File: src/rtl/hazard_unit.sv
// Pipeline hazard controller: load-use and branch-operand stalls, taken-branch flush,
// data-memory wait freeze with fatal timeout, and saturating stall/flush event counters.
`timescale 1ns/1ps
module hazard_unit #(
   parameter int unsigned TIMEOUT_CYCLES = 255,
   parameter int unsigned CNT_W          = 16
) (
   input  logic             clk,
   input  logic             rst,
   input  logic [4:0]       if_id_rs1,
   input  logic [4:0]       if_id_rs2,
   input  logic             if_id_uses_rs1,
   input  logic             if_id_uses_rs2,
   input  logic             if_id_is_branch,
   input  logic [4:0]       id_ex_rd,
   input  logic             id_ex_reg_write,
   input  logic             id_ex_mem_read,
   input  logic [4:0]       ex_mem_rd,
   input  logic             ex_mem_reg_write,
   input  logic             ex_mem_mem_read,
   input  logic             branch_taken,
   input  logic             mem_req,
   input  logic             mem_ready,
   output logic             pc_write_en,
   output logic             if_id_write_en,
   output logic             id_ex_bubble,
   output logic             if_id_flush,
   output logic             pipe_freeze,
   output logic [CNT_W-1:0] stall_cnt,
   output logic [CNT_W-1:0] flush_cnt,
   output logic             mem_timeout
);

   localparam int unsigned       WAIT_W   = $clog2(TIMEOUT_CYCLES + 1);
   localparam logic [WAIT_W-1:0] WAIT_MAX = WAIT_W'(TIMEOUT_CYCLES);

   typedef enum logic [1:0] {StRun, StMemWait, StTimeout} state_e;

   state_e            state_q, state_d;
   logic [WAIT_W-1:0] wait_q, wait_d, wait_inc;
   logic              ex_match, mem_match, load_use, br_hazard, stall, freeze;

   // x0 is hardwired, so a zero destination never creates a dependency
   assign ex_match  = (id_ex_rd != 5'd0) &&
                      ((if_id_uses_rs1 && (id_ex_rd == if_id_rs1)) ||
                       (if_id_uses_rs2 && (id_ex_rd == if_id_rs2)));
   assign mem_match = (ex_mem_rd != 5'd0) &&
                      ((if_id_uses_rs1 && (ex_mem_rd == if_id_rs1)) ||
                       (if_id_uses_rs2 && (ex_mem_rd == if_id_rs2)));
   assign load_use  = id_ex_mem_read && ex_match;
   assign br_hazard = if_id_is_branch &&
                      ((id_ex_reg_write && ex_match) || (ex_mem_mem_read && mem_match));
   assign stall     = load_use || br_hazard;
   assign wait_inc  = wait_q + WAIT_W'(1);

   always_comb begin
      state_d = state_q;
      wait_d  = wait_q;
      freeze  = 1'b0;
      unique case (state_q)
         StRun: begin
            wait_d = '0;
            if (mem_req && !mem_ready) begin
               freeze  = 1'b1;
               state_d = StMemWait;
            end
         end
         StMemWait: begin
            if (mem_ready) begin
               state_d = StRun;
               wait_d  = '0;
            end else begin
               freeze = 1'b1;
               wait_d = wait_inc;
               if (wait_inc == WAIT_MAX) state_d = StTimeout;
            end
         end
         StTimeout: freeze = 1'b1;
         default:   state_d = StRun;
      endcase
   end

   // Priority freeze > stall > flush; reset forces the free-running pattern
   always_comb begin
      pc_write_en    = 1'b1;
      if_id_write_en = 1'b1;
      id_ex_bubble   = 1'b0;
      if_id_flush    = 1'b0;
      pipe_freeze    = 1'b0;
      if (!rst) begin
         if (freeze) begin
            pc_write_en    = 1'b0;
            if_id_write_en = 1'b0;
            pipe_freeze    = 1'b1;
         end else if (stall) begin
            pc_write_en    = 1'b0;
            if_id_write_en = 1'b0;
            id_ex_bubble   = 1'b1;
         end else if (branch_taken && (state_q == StRun)) begin
            if_id_flush = 1'b1;
         end
      end
   end

   always_ff @(posedge clk) begin
      if (rst) begin
         state_q     <= StRun;
         wait_q      <= '0;
         stall_cnt   <= '0;
         flush_cnt   <= '0;
         mem_timeout <= 1'b0;
      end else begin
         state_q <= state_d;
         wait_q  <= wait_d;
         if ((pipe_freeze || id_ex_bubble) && (stall_cnt != '1)) stall_cnt <= stall_cnt + CNT_W'(1);
         if (if_id_flush && (flush_cnt != '1)) flush_cnt <= flush_cnt + CNT_W'(1);
         if (state_d == StTimeout) mem_timeout <= 1'b1;
      end
   end

endmodule
File: config.mk
export PLATFORM = sky130hd
export DESIGN_NAME = hazard_unit
export DESIGN_NICKNAME = d
export VERILOG_FILES = /design/src/rtl/hazard_unit.sv
export SDC_FILE = /design/constraint.sdc
export NUM_CORES = 1
export LEC_CHECK = 0
export ABC_CLOCK_PERIOD_IN_PS = 5100
export BUFFER_PORTS_ARGS = -buffer_cell sky130_fd_sc_hd__clkbuf_2
export CAP_MARGIN = 10
export CORE_MARGIN = 1.5
export CORE_UTILIZATION = 50
export DETAILED_ROUTE_END_ITERATION = 16
export GPL_TIMING_DRIVEN = 0
export PLACE_DENSITY = 0.79
export SETUP_SLACK_MARGIN = 0.3
export SYNTH_ARGS = -nofsm -noshare
export SYNTH_HDL_FRONTEND = slang
export SYNTH_SLANG_ARGS = --single-unit
File: constraint.sdc
create_clock -name clk -period 5.1 [get_ports clk]
set_clock_uncertainty 0.2 [all_clocks]
set_input_delay 0.51 -clock clk [delete_from_list [all_inputs] [get_ports clk]]
set_output_delay 0.51 -clock clk [all_outputs]
set_load 0.02 [all_outputs]
Word-level counts from Yosys, hierarchy flattened
Cells that the tools add are included.
W data, S select, Z words.
{"block": "totals", "ff_bits": 43, "in_bits": 32, "output_inout_bits": 38, "word_cells": 63}
{"block": "op_classes", "n_addsub": 3, "eq_ne": 10, "muxes": 21, "reduce_logical": 24}
{"cell": "$add A16 B1 Y16 const B", "count": 2}
{"cell": "$ne A16 B16 Y1 const B", "count": 2}
{"cell": "$eq A5 B5 Y1", "count": 4}
{"cell": "$pmux W8 S2", "count": 1}
{"cell": "$logic_and A1 B1 Y1", "count": 14}
{"cell": "$mux W1", "count": 14}
{"cell": "$reduce_bool A5 Y1", "count": 2}
{"cell": "$add A8 B1 Y8 const B", "count": 1}
{"cell": "$eq A8 B8 Y1 const B", "count": 1}
{"cell": "$mux W8", "count": 1}
{"cell": "$mux W2", "count": 3}
{"cell": "$pmux W2 S3", "count": 1}
{"cell": "$logic_or A1 B1 Y1", "count": 5}
{"cell": "$eq A2 B2 Y1 const B", "count": 2}
{"cell": "$pmux W1 S3", "count": 1}
{"cell": "$eq A2 B1 Y1 const B", "count": 1}
{"cell": "$logic_not A2 Y1", "count": 1}
{"cell": "$reduce_bool A2 Y1", "count": 1}
{"cell": "$logic_not A1 Y1", "count": 1}

Longest topological paths before layout
{"block": "depth", "ltp_word": 13, "depth_mapped": 9, "depth_no_buf": 6}

Worst setup path before layout
OpenSTA, ideal clock, no wires.
{"block": "synth_timing", "kind": "input port to output port", "startpoint": "input ex_mem_rd[0]", "endpoint": "output pc_write_en", "arrival_ps": 2097, "t_required_ps": 4390, "setup_slack_ps": 2293, "cell_stages": 6, "n_path_buf": 2, "path_cell_list": "or3_1 -> o311a_1 -> a221o_1 -> buf_2 -> nand2b_1 -> buf_4"}
{"block": "synth_via", "elab_chain_len": 11, "word_cells_on_any_way": 14, "cone_classes": "eq/ne: 2; mux: 3; reduce/logical: 9"}
{"item": "start, declared", "line_no": "18", "text": "input logic [4:0] ex_mem_rd,"}
{"item": "$eq A5 B5 Y1 (on tied branches)", "line_no": "48, 49"}
{"item": "$logic_and A1 B1 Y1 (on tied branches)", "line_no": "48, 49"}
{"item": "$logic_or A1 B1 Y1", "line_no": "48", "text": "((if_id_uses_rs1 && (ex_mem_rd == if_id_rs1)) ||"}
{"item": "$logic_and A1 B1 Y1 (*)", "line_no": "47", "text": "assign mem_match = (ex_mem_rd != 5'd0) &&"}
{"item": "$logic_and A1 B1 Y1 (*)", "line_no": "52", "text": "((id_ex_reg_write && ex_match) || (ex_mem_mem_read && mem_match));"}
{"item": "$logic_or A1 B1 Y1 (*)", "line_no": "52"}
{"item": "$logic_and A1 B1 Y1 (*)", "line_no": "51", "text": "assign br_hazard = if_id_is_branch &&"}
{"item": "$logic_or A1 B1 Y1 (*)", "line_no": "53", "text": "assign stall = load_use || br_hazard;"}
{"item": "$mux W1 (*) (3 in series)"}
{"item": "end, declared", "line_no": "24", "text": "output logic pc_write_en,"}
Every way passes the cells marked *; elsewhere a longest branch is shown, timed or not.

Final worst setup path
{"block": "layout_timing", "startpoint": "input ex_mem_rd[0]", "endpoint": "output pc_write_en"}
{"block": "layout_via", "elab_chain_len": 11, "word_cells_on_any_way": 14, "cone_classes": "eq/ne: 2; mux: 3; reduce/logical: 9"}
{"item": "$eq A5 B5 Y1 (on tied branches)", "line_no": "48, 49"}
{"item": "$logic_and A1 B1 Y1 (on tied branches)", "line_no": "48, 49"}
{"item": "$logic_or A1 B1 Y1", "line_no": "48"}
{"item": "$logic_and A1 B1 Y1 (*)", "line_no": "47"}
{"item": "$logic_and A1 B1 Y1 (*)", "line_no": "52"}
{"item": "$logic_or A1 B1 Y1 (*)", "line_no": "52"}
{"item": "$logic_and A1 B1 Y1 (*)", "line_no": "51"}
{"item": "$logic_or A1 B1 Y1 (*)", "line_no": "53"}
{"item": "$mux W1 (*)", "line_no": "95", "text": "end else if (stall) begin"}
{"item": "$mux W1 (*)", "line_no": "91", "text": "if (freeze) begin"}
{"item": "$mux W1 (*)", "line_no": "90", "text": "if (!rst) begin"}
Marked as above.

==> summary.txt <==
Setup path
  • Crit Reg-Reg Startpoint: stall_cnt[2]
  • Slowest stage delay, CP: 0.41 ns
  • R2r endpoint: stall_cnt[1]
  • Setup crit start: ex_mem_rd[0]
  • Crit-path cells: clkbuf_2, or3_1, o311a_1, a221o_1, buf_2, nand2b_1, buf_4, clkbuf_2
  • Crit Path Class: input pin to output port
  • CP arrival: 2.40 ns
  • R2R Setup Slk: 2.50 ns
  • Slowest cell on crit path: a221o_1
  • CP endpoint kind: output port
  • R2r worst-path depth: 9
  • CP startpoint kind: input pin
  • Most numerous cell on the critical path: clkbuf_2
  • Largest delay share family, worst path: compound AO/OA/AOI/OAI gates
  • CP Data Required Time: 4.39 ns
  • Worst path bufs/invs: 4
  • CP max FO: 10

STA
  • RSZ-0062 raised after global routing: false
  • Relative slew margins: 0.577
  • Fin Setup TNS: 0 ns
  • Hold Vio Cnt, Final: 0
  • Final setup violation count: 0
  • Fin worst setup slack: 1.99 ns
  • Fin crit share: 0.609
  • Max frequency: 322 MHz
  • Worst-Margin Slew: 0.626 ns
  • Min cycle time layout: 3.11 ns
  • Hold Slack: 0.259 ns
  • Slew Limit Fails: 0

Synthesis
  • Most frequent cell after synthesis: dfxtp_1
  • Netlist Area Pre-Place: 2560 sq um
  • Synth warn: 0
  • Post-synthesis mux area share: 0.0572
  • EDFF count, synth: 0
  • Post-Synth Simple-Gate Area: 0.314
  • Sequential fraction of the synthesis area: 0.337
  • Mean post-synth cell area: 8.07 sq um
  • Async SR Flop Fraction: 0
  • Synth Flop Type: dfxtp_1
  • Yosys top cell by area: dfxtp_1
  • #FFs+latches synth: 43
  • Yosys top cell area share: 0.337
  • Syn Nets: 353
  • Largest family of logic cells by synthesized area: simple AND/OR/NAND/NOR gates
  • Synth top area cells: dfxtp_1 34%, xnor2_1 7.2%, a21oi_1 5.7%
  • Post-Synth Adder-Cell Area: 0.0196
  • Synth Area in Compound Gates: 0.153
  • Commonest cells in the netlist: 43 x dfxtp_1, 29 x a21oi_1, 25 x nor2_1, 21 x xnor2_1, 17 x nand3_1
  • Distinct cells, synth: 41
  • XOR/XNOR share of the synthesized area: 0.0753
  • Cells after Synth: 317

Routing
  • Residual DRC: 0
  • Initial drt markers: 213
  • Via count: 2659
  • Routed wire length per instance: 14.0 um
  • Vias per inst: 5.78
  • TritonRoute pass-1 iters: 4
  • Final ANT Viol Nets: 0
  • Final WL: 6.45 mm

Placed design
  • IO Port Bufs: 68
  • Placer Congestion: 0.850
  • Placed inst area: 2980 sq um
  • HPWL after detailed placement: 4.87 mm
  • Pre-CTS setup slack: 2.00 ns

Die
  • Die height: 74.5 um
  • Row cnt: 25
  • Starting Density: 0.531
  • Die Wd: 74.5 um
  • # IOs: 70
  • Die ar.: 5550 sq um
  • Core outline area: 4820 sq um

CTS
  • Post-CTS Setup Bufs: 0
  • Cts hold-fix bufs: 0
  • Worst-path clk slew: 0.08 ns
  • H-tree Lvls: 2
  • Root Buffer: clkbuf_8
  • Clock Tree Buf Depth: 2
  • CTS tree: built
  • CTS sink cnt: 43
  • Post_cts resized: 0
  • Worst-Skew Late Latency: 0.30 ns
  • TritonCTS Buffers: 5

Hold path
  • Hold depth: 2
  • Worst hold endpoint: mem_timeout
  • Hold_sp: mem_timeout
  • Worst hold path class: flip-flop to flip-flop

Pwr
  • Combinational Power Share: 0.123
  • Pwr Density: 229 nW/um^2
  • Sw Pwr: 179 uW
  • Switching part of the total: 0.252
  • Worst vdd ir: 123 uV
  • Lkg Pwr: 1.23 nW
  • Total power: 710 uW
  • Internal power: 531 uW
  • Sequential Power Share: 0.481
  • Clk pwr share: 0.397

Global routing
  • Initial antenna violation count: 0
  • Pin count of the biggest net entering global routing: 14
  • Gr usage total: 0.246
  • First-pass GRT wire length: 10.8 mm
  • Congestion Overflow GR: 0
  • Vias in the first global route: 2417

Cells and area
  • Final Cell Area: 3100 sq um
  • Area Overhead vs Synth: 21.2%
  • Layout cells sized above 1: 0.221
  • Ant. Diodes: 0
  • Nets: 428

Run status
  • Run status: completed

Job
  • Max cap viols: 0
## worst max path at each step
| stage | endpoint | cells past startpoint |
|---|---|---|
| after floorplan | pc_write_en | 6 |
| after global placement | pc_write_en | 8 |
| after detailed placement | pc_write_en | 8 |
| after CTS | pc_write_en | 8 |
| after global routing | pc_write_en | 9 |
| final | pc_write_en | 8 |
## power groups by stage
stage	combinational [mW]	sequential, mW	clock, mW
after floorplan	0.0498	0.351	0
after global placement	0.0849	0.349	0
after detailed placement	0.0866	0.349	0
after CTS	0.0870	0.341	0.285
after global routing	0.0961	0.342	0.299
final	0.0871	0.341	0.282
## cells in the final DEF (no fill, tap or decap), types with 11 or more instances in the layout
cell and instances:
dfxtp_1 43, nand4_1 14, o31ai_1 11, clkbuf_1 14, xnor2_1 21, a21oi_1 29
nor2b_1 13, nand3_1 17, nor2_1 25, or4_1 12, nand2_1 16, clkbuf_2 68
## sequential cells by signal, summed over array words and instances, names as in the netlist
signal / flops
flush_cnt: 16
wait_q: 8
mem_timeout: 1
stall_cnt: 16
state_q: 2
## per-layer routing
layer	GRT usage	routed length (um)
met5	0	0
met4	0.0808	78
met3	0.0366	390
met2	0.419	3120
met1	0.321	2860
## per-stage QoR
step | util | cells
2_1_floorplan | - | 317
3_3_place_gp | 0.619 | 452
3_5_place_dp | 0.619 | 452
4_1_cts | 0.643 | 460
5_1_grt | 0.643 | 460
6_report | 0.643 | 460
## area by class of cell
class,count,area (sq um)
timing repair buffer,68,340
clock buffer,6,82.6
fill,457,1720
tap,67,83.8
buffer,21,90.1
inverter,6,22.5
sequential,43,861
multi-input combinational,247,1580
clock inverter,2,35.0
## logic make-up after synthesis
logic type | count (synthesis)
multiplexers | 13
buffers and inverters | 27
adder cells (fa/ha/maj) | 4
AO/OA/AOI/OAI | 65
flip-flops | 43
AND/OR/NAND/NOR | 143
XOR/XNOR | 22
## worst register-to-register path, delay by kind of cell (launching register included)
| family | cells | cell delay [ns] |
|---|---|---|
| AND/OR/NAND/NOR | 5 | 0.91 |
| buffers and inverters | 3 | 0.85 |
| AO/OA/AOI/OAI | 1 | 0.07 |
| flip-flops | 1 | 0.45 |
Power figures use the tool's default switching activity.
